### src/rtl/loop_nest_sequencer.sv
// Three-level (M, N, K) tile loop sequencer for the GEMM datapath.
// Issues one valid/ready beat per index tuple, K innermost, with per-level last flags.
module loop_nest_sequencer #(
  parameter int unsigned WIDTH = 8
) (
  input  logic             clk_i,
  input  logic             rst_ni,
  input  logic             start_i,
  input  logic             abort_i,
  input  logic [WIDTH-1:0] m_ceil_i,
  input  logic [WIDTH-1:0] n_ceil_i,
  input  logic [WIDTH-1:0] k_ceil_i,
  output logic             valid_o,
  input  logic             ready_i,
  output logic [WIDTH-1:0] m_idx_o,
  output logic [WIDTH-1:0] n_idx_o,
  output logic [WIDTH-1:0] k_idx_o,
  output logic             first_k_o,
  output logic             last_k_o,
  output logic             last_o,
  output logic             busy_o,
  output logic             done_o
);

  typedef enum logic [1:0] {IDLE, RUN, DONE} state_t;

  state_t           state;
  logic [WIDTH-1:0] m_ceil, n_ceil, k_ceil;
  logic             xfer;
  logic             k_wrap, n_wrap;
  logic [WIDTH-1:0] m_nxt, n_nxt, k_nxt;
  logic             start_zero;

  assign xfer       = valid_o && ready_i;
  assign start_zero = (m_ceil_i == '0) || (n_ceil_i == '0) || (k_ceil_i == '0);

  // Index advance for the beat currently presented; ceilings are latched and non-zero here.
  always_comb begin
    k_wrap = (k_idx_o == k_ceil - WIDTH'(1));
    n_wrap = (n_idx_o == n_ceil - WIDTH'(1));
    k_nxt  = k_wrap ? '0 : k_idx_o + WIDTH'(1);
    n_nxt  = n_idx_o;
    m_nxt  = m_idx_o;
    if (k_wrap) begin
      n_nxt = n_wrap ? '0 : n_idx_o + WIDTH'(1);
      if (n_wrap) begin
        m_nxt = m_idx_o + WIDTH'(1);
      end
    end
  end

  always_ff @(posedge clk_i) begin
    if (!rst_ni) begin
      state     <= IDLE;
      m_ceil    <= '0;
      n_ceil    <= '0;
      k_ceil    <= '0;
      valid_o   <= 1'b0;
      m_idx_o   <= '0;
      n_idx_o   <= '0;
      k_idx_o   <= '0;
      first_k_o <= 1'b0;
      last_k_o  <= 1'b0;
      last_o    <= 1'b0;
      busy_o    <= 1'b0;
      done_o    <= 1'b0;
    end else if (abort_i) begin
      state     <= IDLE;
      valid_o   <= 1'b0;
      m_idx_o   <= '0;
      n_idx_o   <= '0;
      k_idx_o   <= '0;
      first_k_o <= 1'b0;
      last_k_o  <= 1'b0;
      last_o    <= 1'b0;
      busy_o    <= 1'b0;
      done_o    <= 1'b0;
    end else begin
      done_o <= 1'b0;
      case (state)
        IDLE: begin
          if (start_i) begin
            m_ceil  <= m_ceil_i;
            n_ceil  <= n_ceil_i;
            k_ceil  <= k_ceil_i;
            m_idx_o <= '0;
            n_idx_o <= '0;
            k_idx_o <= '0;
            busy_o  <= 1'b1;
            if (start_zero) begin
              state  <= DONE;
              done_o <= 1'b1;
            end else begin
              state     <= RUN;
              valid_o   <= 1'b1;
              first_k_o <= 1'b1;
              last_k_o  <= (k_ceil_i == WIDTH'(1));
              last_o    <= (m_ceil_i == WIDTH'(1)) && (n_ceil_i == WIDTH'(1)) &&
                           (k_ceil_i == WIDTH'(1));
            end
          end
        end
        RUN: begin
          // Everything holds unless the presented beat transfers.
          if (xfer) begin
            if (last_o) begin
              state     <= DONE;
              valid_o   <= 1'b0;
              m_idx_o   <= '0;
              n_idx_o   <= '0;
              k_idx_o   <= '0;
              first_k_o <= 1'b0;
              last_k_o  <= 1'b0;
              last_o    <= 1'b0;
              done_o    <= 1'b1;
            end else begin
              m_idx_o   <= m_nxt;
              n_idx_o   <= n_nxt;
              k_idx_o   <= k_nxt;
              first_k_o <= (k_nxt == '0);
              last_k_o  <= (k_nxt == k_ceil - WIDTH'(1));
              last_o    <= (m_nxt == m_ceil - WIDTH'(1)) && (n_nxt == n_ceil - WIDTH'(1)) &&
                           (k_nxt == k_ceil - WIDTH'(1));
            end
          end
        end
        DONE: begin
          state  <= IDLE;
          busy_o <= 1'b0;
        end
        default: begin
          state   <= IDLE;
          valid_o <= 1'b0;
          busy_o  <= 1'b0;
        end
      endcase
    end
  end

endmodule

### config.mk
export PLATFORM = sky130hd
export DESIGN_NAME = loop_nest_sequencer
export DESIGN_NICKNAME = d
export VERILOG_FILES = /design/src/rtl/loop_nest_sequencer.sv
export SDC_FILE = /design/constraint.sdc
export NUM_CORES = 1
export LEC_CHECK = 0
export ABC_AREA = 1
export ABC_CLOCK_PERIOD_IN_PS = 4300
export BUFFER_PORTS_ARGS = -buffer_cell sky130_fd_sc_hd__buf_2
export CAP_MARGIN = 40
export CORE_MARGIN = 2
export CORE_UTILIZATION = 30
export CTS_CLUSTER_SIZE = 30
export DETAILED_ROUTE_END_ITERATION = 10
export MAX_ROUTING_LAYER = met4
export RECOVER_POWER = 25
export SYNTH_ARGS = -nofsm -noshare
export SYNTH_HDL_FRONTEND = slang
export SYNTH_SLANG_ARGS = --single-unit
### constraint.sdc
create_clock -name clk_i -period 4.3 [get_ports clk_i]
set_input_delay 0.645 -clock clk_i [delete_from_list [all_inputs] [get_ports clk_i]]
set_output_delay 0.645 -clock clk_i [all_outputs]
set_load 0.05 [all_outputs]
Yosys cells after proc, flatten, opt, wreduce, memory -nomap -nowiden
Cells that the tools add are included.
- register bits after elaboration: 56
- bits of input ports: 29
- output and inout bits: 30
- add/sub/neg operators: 6
- equal/unequal tests: 14
- muxes and demuxes: 45
- bitwise logic cells: 4
- reduce and logical (&&, ||, !) cells: 20
- operator list (operator ; number):
    $mux 8 ; 12
    $pmux 8 s2 ; 3
    $eq 8x8->1 ; 5
    $logic_not 8->1 ; 4
    $add 8x1->8 const B ; 3
    $eq 8x1->1 const B ; 3
    $sub 8x1->8 const B ; 3
    $mux 1 ; 19
    $pmux 1 s2 ; 5
    $reduce_and 3->1 ; 3
    $mux 2 ; 4
    $ne 2x2->1 const B ; 4
    $logic_and 1x1->1 ; 5
    $reduce_and 5->1 ; 1
    $not 1->1 ; 4
    $pmux 2 s2 ; 1
    $reduce_and 4->1 ; 1
    $pmux 1 s3 ; 1
    $eq 2x1->1 const B ; 1
    $eq 2x2->1 const B ; 1
    $logic_not 2->1 ; 1
    $logic_or 1x1->1 ; 2
    $reduce_and 2->1 ; 1
    $reduce_bool 2->1 ; 1
    $reduce_or 2->1 ; 1

Longest topological paths before layout
- depth in word-level cells: 10
- depth in mapped cells: 22

Worst setup path after synthesis
Ideal clock, no wire load.
- kind: reg2reg
- start: reg n_idx_o[2]
- end: reg last_o
- library setup time: 0.067 ns
- arrival time: 2.279 ns
- setup slack: 1.954 ns
- stages on the path, launching flop included: 20
- buffers on the path: 2
- clock period less this slack: 2.346 ns
- path through: dfxtp_1 buf_2 inv_2 nand3_1 nand2_1 nand3b_1 nor2_4 nand3_2 buf_6 nand2_1 nand2_1 nand2_2 nand2_1 nand2_1 nand2_1 nor2_1 nand2_1 nor2_1 nand2_1 a21oi_2
- word-level cells in the longest chain between the ends: 9
- elaborated cells between the ends (all ways): 13
- classes of those cells: add/sub: 1; eq/ne: 3; mux: 7; reduce/logical: 2
- ends and longest elaborated chain (what ; RTL line ; text):
    start: declaration ; 16 ; output logic [WIDTH-1:0] n_idx_o,
    start signal: assignment ; 118 ; n_idx_o <= n_nxt;
    $add 8x1->8 or $eq 8x8->1 (tied branches) ; 45, 40 ;
    $mux 8, on equally long branches ; 45, 46 ;
    $mux 8 ; 44 ; if (k_wrap) begin
    $eq 8x8->1 ; 122 ; last_o <= (m_nxt == m_ceil - WIDTH'(1)) && (n_nxt == n_ceil - WIDTH'(1)) &&
    $logic_and 1x1->1 * (2 in series) ; 122 ;
    $mux 1 * ; 106 ; if (last_o) begin
    $mux 1 * ; 105 ; if (xfer) begin
    $pmux 1 s2 * ; 80 ; case (state)
    end signal: assignment ; 98 ; last_o <= (m_ceil_i == WIDTH'(1)) && (n_ceil_i == WIDTH'(1)) &&
    end signal: assignment ; 122 ;
    end: declaration ; 20 ; output logic last_o,
Mark *: on every way between the ends. The rest lies on a longest branch, timed or not. The select of a mux whose other input is x is not followed.
A chain may end at the register's enable or synchronous reset.

Worst setup path after layout
- start: reg k_ceil[0]
- end: reg last_o
- word-level cells in the longest chain between the ends: 9
- elaborated cells between the ends (all ways): 13
- classes of those cells: add/sub: 1; eq/ne: 4; mux: 6; reduce/logical: 2
- ends and longest elaborated chain (what ; RTL line ; text):
    start: declaration ; 28 ; logic [WIDTH-1:0] m_ceil, n_ceil, k_ceil;
    start signal: assignment ; 85 ; k_ceil <= k_ceil_i;
    $sub 8x1->8 * ; 39, 123 ;
    $eq 8x8->1 ; 39 ; k_wrap = (k_idx_o == k_ceil - WIDTH'(1));
    $mux 8 ; 44 ;
    $eq 8x8->1 ; 122 ;
    $logic_and 1x1->1 ; 122 ;
    $logic_and 1x1->1 * ; 122 ;
    $mux 1 * ; 106 ;
    $mux 1 * ; 105 ;
    $pmux 1 s2 * ; 80 ;
Marked as above.

==> results.py <==
metrics = {
    "sta": {
        "finalSetupTns_ns": 0,
        "finalMaxSlewViolations": 0,
        "final-hold-violation-count": 0,
        "hold_slack_ns": 0.480,
        "setup_viol": 0,
        "period_share_pct": 66.8,
        "rsz0062_at_grt": "false",
        "max_slew.worst_pin.slew_ns": 0.647,
        "maxSlewHeadroom_pct": 57.0,
        "period_minus_slack_ns": 2.87,
        "skew_ns": 0.00402,
        "clock.fmax_mhz": 348,
    },
    "cells_and_area": {
        "diodes": 0,
        "final_area_mm2": 0.00489,
        "drive_gt1_share_pct": 11.3,
        "fin_nets": 811,
        "syn2layout_area_growth_pct": 15.1,
        "fillers": 1615,
    },
    "yosys": {
        "synth_commonest_cells": "nand2_1, inv_1, nand3_1",
        "synth_top_area_share_pct": 26.4,
        "synth-seq-cells": 56,
        "synth_cell_types": 30,
        "syn_area_mm2": 0.00425,
        "synth_area_leaders": "dfxtp_1, nand2_1, nand3_1, inv_1, a21oi_1",
        "avgSynthCellArea_um2": 5.88,
        "synthesis.nets": 758,
        "syn_inst": 723,
        "synthFlopType": "dfxtp_1",
        "netlist.top_cell.by_area": "dfxtp_1",
        "synth_warnings": 0,
        "yosysSeqAreaShare_pct": 26.4,
        "synthArstFlopShare_pct": 0,
        "yosysMostFrequentCell": "nand2_1",
        "synth_edf_count": 0,
    },
    "placement": {
        "port-buffer-count": 58,
        "gp_congestion": 0.935,
        "hpwl_mm": 9.48,
        "placed_area_mm2": 0.00476,
    },
    "worst_setup_path": {
        "end_kind": "flop",
        "critPathMaxStageDelay_ns": 0.40,
        "critPathMaxFanout": 28,
        "worst_path_max_delay_cell": "dfxtp_1",
        "r2r-start": "k_ceil[0]",
        "worstReg2RegEnd": "last_o",
        "crit_path_start_kind": "flop",
        "crit_top_cell": "nand2_1",
        "path_class": "flop to flop",
        "cp_cell_sequence": "inv_2, ha_1, nand2_1, nor2_1, nand3_1, nand2_1, nand2_1, nand2_1, nor2_4, nand3_4, inv_2, o21ai_0, nand3_1, nand2_1, nor2_1, nand2_1, nor2_1, nand2_1, a21oi_2",
        "crit_arrival_ns": 3.12,
        "endpoint": "last_o",
        "crit_path_start": "k_ceil[0]",
        "r2r_setup_slack_ns": 1.43,
        "reg2reg_depth": 19,
        "crit_required_ns": 4.54,
    },
    "die": {
        "design.core.area_mm2": 0.0139,
        "dieArea_mm2": 0.0151,
        "core.rowCount": 43,
        "boundaryPins": 59,
        "die_y_um": 123,
        "initial_core_util_pct": 30.6,
        "dieWidth_um": 123,
    },
    "detailed_routing": {
        "wl_mm": 12.1,
        "vias": 4523,
        "drc_errors": 0,
        "viasPerCell": 4.73,
        "wl_per_cell_um": 12.7,
        "drtPass1Iterations": 5,
        "drt-initial-drc-count": 280,
        "drtAntennaViolNets": 0,
    },
    "global_routing": {
        "gr-usage-all-layers_pct": 17.2,
        "grt_max_degree": 29,
        "grt_pass1_vias": 4022,
        "grt_pass1_wl_mm": 20.2,
        "grt_overflow": 0,
        "antenna_found_initial": 0,
    },
    "pwr": {
        "p_total_w": 0.00142,
        "p_per_area_mw_per_mm2": 289,
        "p_leak_nw": 2.30,
        "internal-power_w": 0.000914,
        "power.net_switching_w": 0.000501,
        "switching_share_pct": 35.4,
        "p_clk_share_pct": 31.6,
        "seq_power_share_pct": 39.7,
        "pwr-share-comb_pct": 28.7,
        "vdd_drop_max_uv": 167,
    },
    "outcome": {
        "status": "finished, final reports clean",
    },
    "cts": {
        "cts_root_buf": "clkbuf_16",
        "clockBufferDepth": 2,
        "insertion_delay_ns": 0.30,
        "postCtsSetupRepairBufs": 0,
        "postCtsHoldBufs": 0,
        "cts.sinks": 56,
        "clkTransAtPathRegs_ns": 0.08,
        "cts_buffers": 5,
        "htreeDepth": 2,
        "cts_tree": "built",
        "cts_resized": 0,
    },
    "job": {
        "cap_violations": 0,
    },
    "min_path": {
        "hp-class": "flop to flop",
        "worstHoldStart": "valid_o",
    },
}
[area by class of cell]
type / count / area, um^2 / share of cell area [%]
inverters: 102 / 383 / 7.83
multi-input cells: 548 / 2660 / 54.4
flip-flops and latches: 56 / 1120 / 22.9
clock inverters: 2 / 17.5 / 0.358
well taps: 180 / 225 / 4.60
clock buffers: 6 / 139 / 2.84
repair buffers: 63 / 344 / 7.04
[flip-flops by register name, indices dropped and copies added, names as in the netlist]
name       cells
busy_o         1
m_ceil         8
n_ceil         8
last_k_o       1
k_idx_o        8
m_idx_o        8
last_o         1
k_ceil         8
state          2
done_o         1
n_idx_o        8
first_k_o      1
valid_o        1
[kinds of logic after synthesis]
kind of cell    synth area share (%)
simple gates                    44.4
buf+inv                         11.1
compound gates                  11.2
flops                           26.4
xor+xnor                        5.15
fa+ha+maj                       1.77
[critical path: cells and delay by family, from the launching register on]
kind / cells / cell delay, ns
adders and majority gates: 1 / 0.26
buffers and inverters: 2 / 0.42
DFF: 1 / 0.40
AOI/OAI and AO/OA: 2 / 0.31
and+or+nand+nor: 14 / 1.42
[cells in the final DEF, fill, tap and decap left out, drive strengths merged, types with 6 or more instances in the layout]
cell type  instances
clkbuf            23
xor2              22
nor2              73
nand2            232
a21oi             52
o21ai             37
buf               46
nor3              11
dfxtp             56
inv              103
ha                 6
nand3             84
nand4             17
[routing by layer]
| layer | wire length, um | GRT usage, % | vias to the layer above | share of wire, % |
|---|---|---|---|---|
| met5 | 0 | - | - | 0 |
| met4 | 204 | 4.97 | 0 | 1.7 |
| met3 | 496 | 2.08 | 12 | 4.1 |
| met2 | 5190 | 25.6 | 105 | 43 |
| met1 | 6240 | 24.4 | 1987 | 51 |
| li1 | - | - | 2419 | - |
[worst min-delay path by stage]
| stage | slack, ns | end | cells past startpoint |
|---|---|---|---|
| floorplan | 0.45 | m_ceil[1] | 2 |
| global placement | 0.47 | m_ceil[1] | 2 |
| detailed placement | 0.47 | valid_o | 2 |
| CTS | 0.49 | valid_o | 2 |
| global route | 0.51 | valid_o | 2 |
| finish | 0.48 | valid_o | 2 |
[through the flow]
stage	setup slack, ns	std cells	utilization [%]
after detailed placement	1.44	949	34.3
after CTS	1.41	957	35.4
final	1.43	957	35.2
after floorplan	1.95	723	-
after global placement	1.53	947	33.9
after global routing	1.00	957	35.2
[power groups by stage]
stage                     sequential [W]  clock, W  combinational (W)
after floorplan                 0.000580         0           0.000292
after global placement          0.000574         0           0.000394
after detailed placement        0.000574         0           0.000407
after CTS                       0.000562  0.000460           0.000408
after global routing            0.000566  0.000477           0.000461
final                           0.000562  0.000447           0.000406
Power figures use the tool's default switching activity.
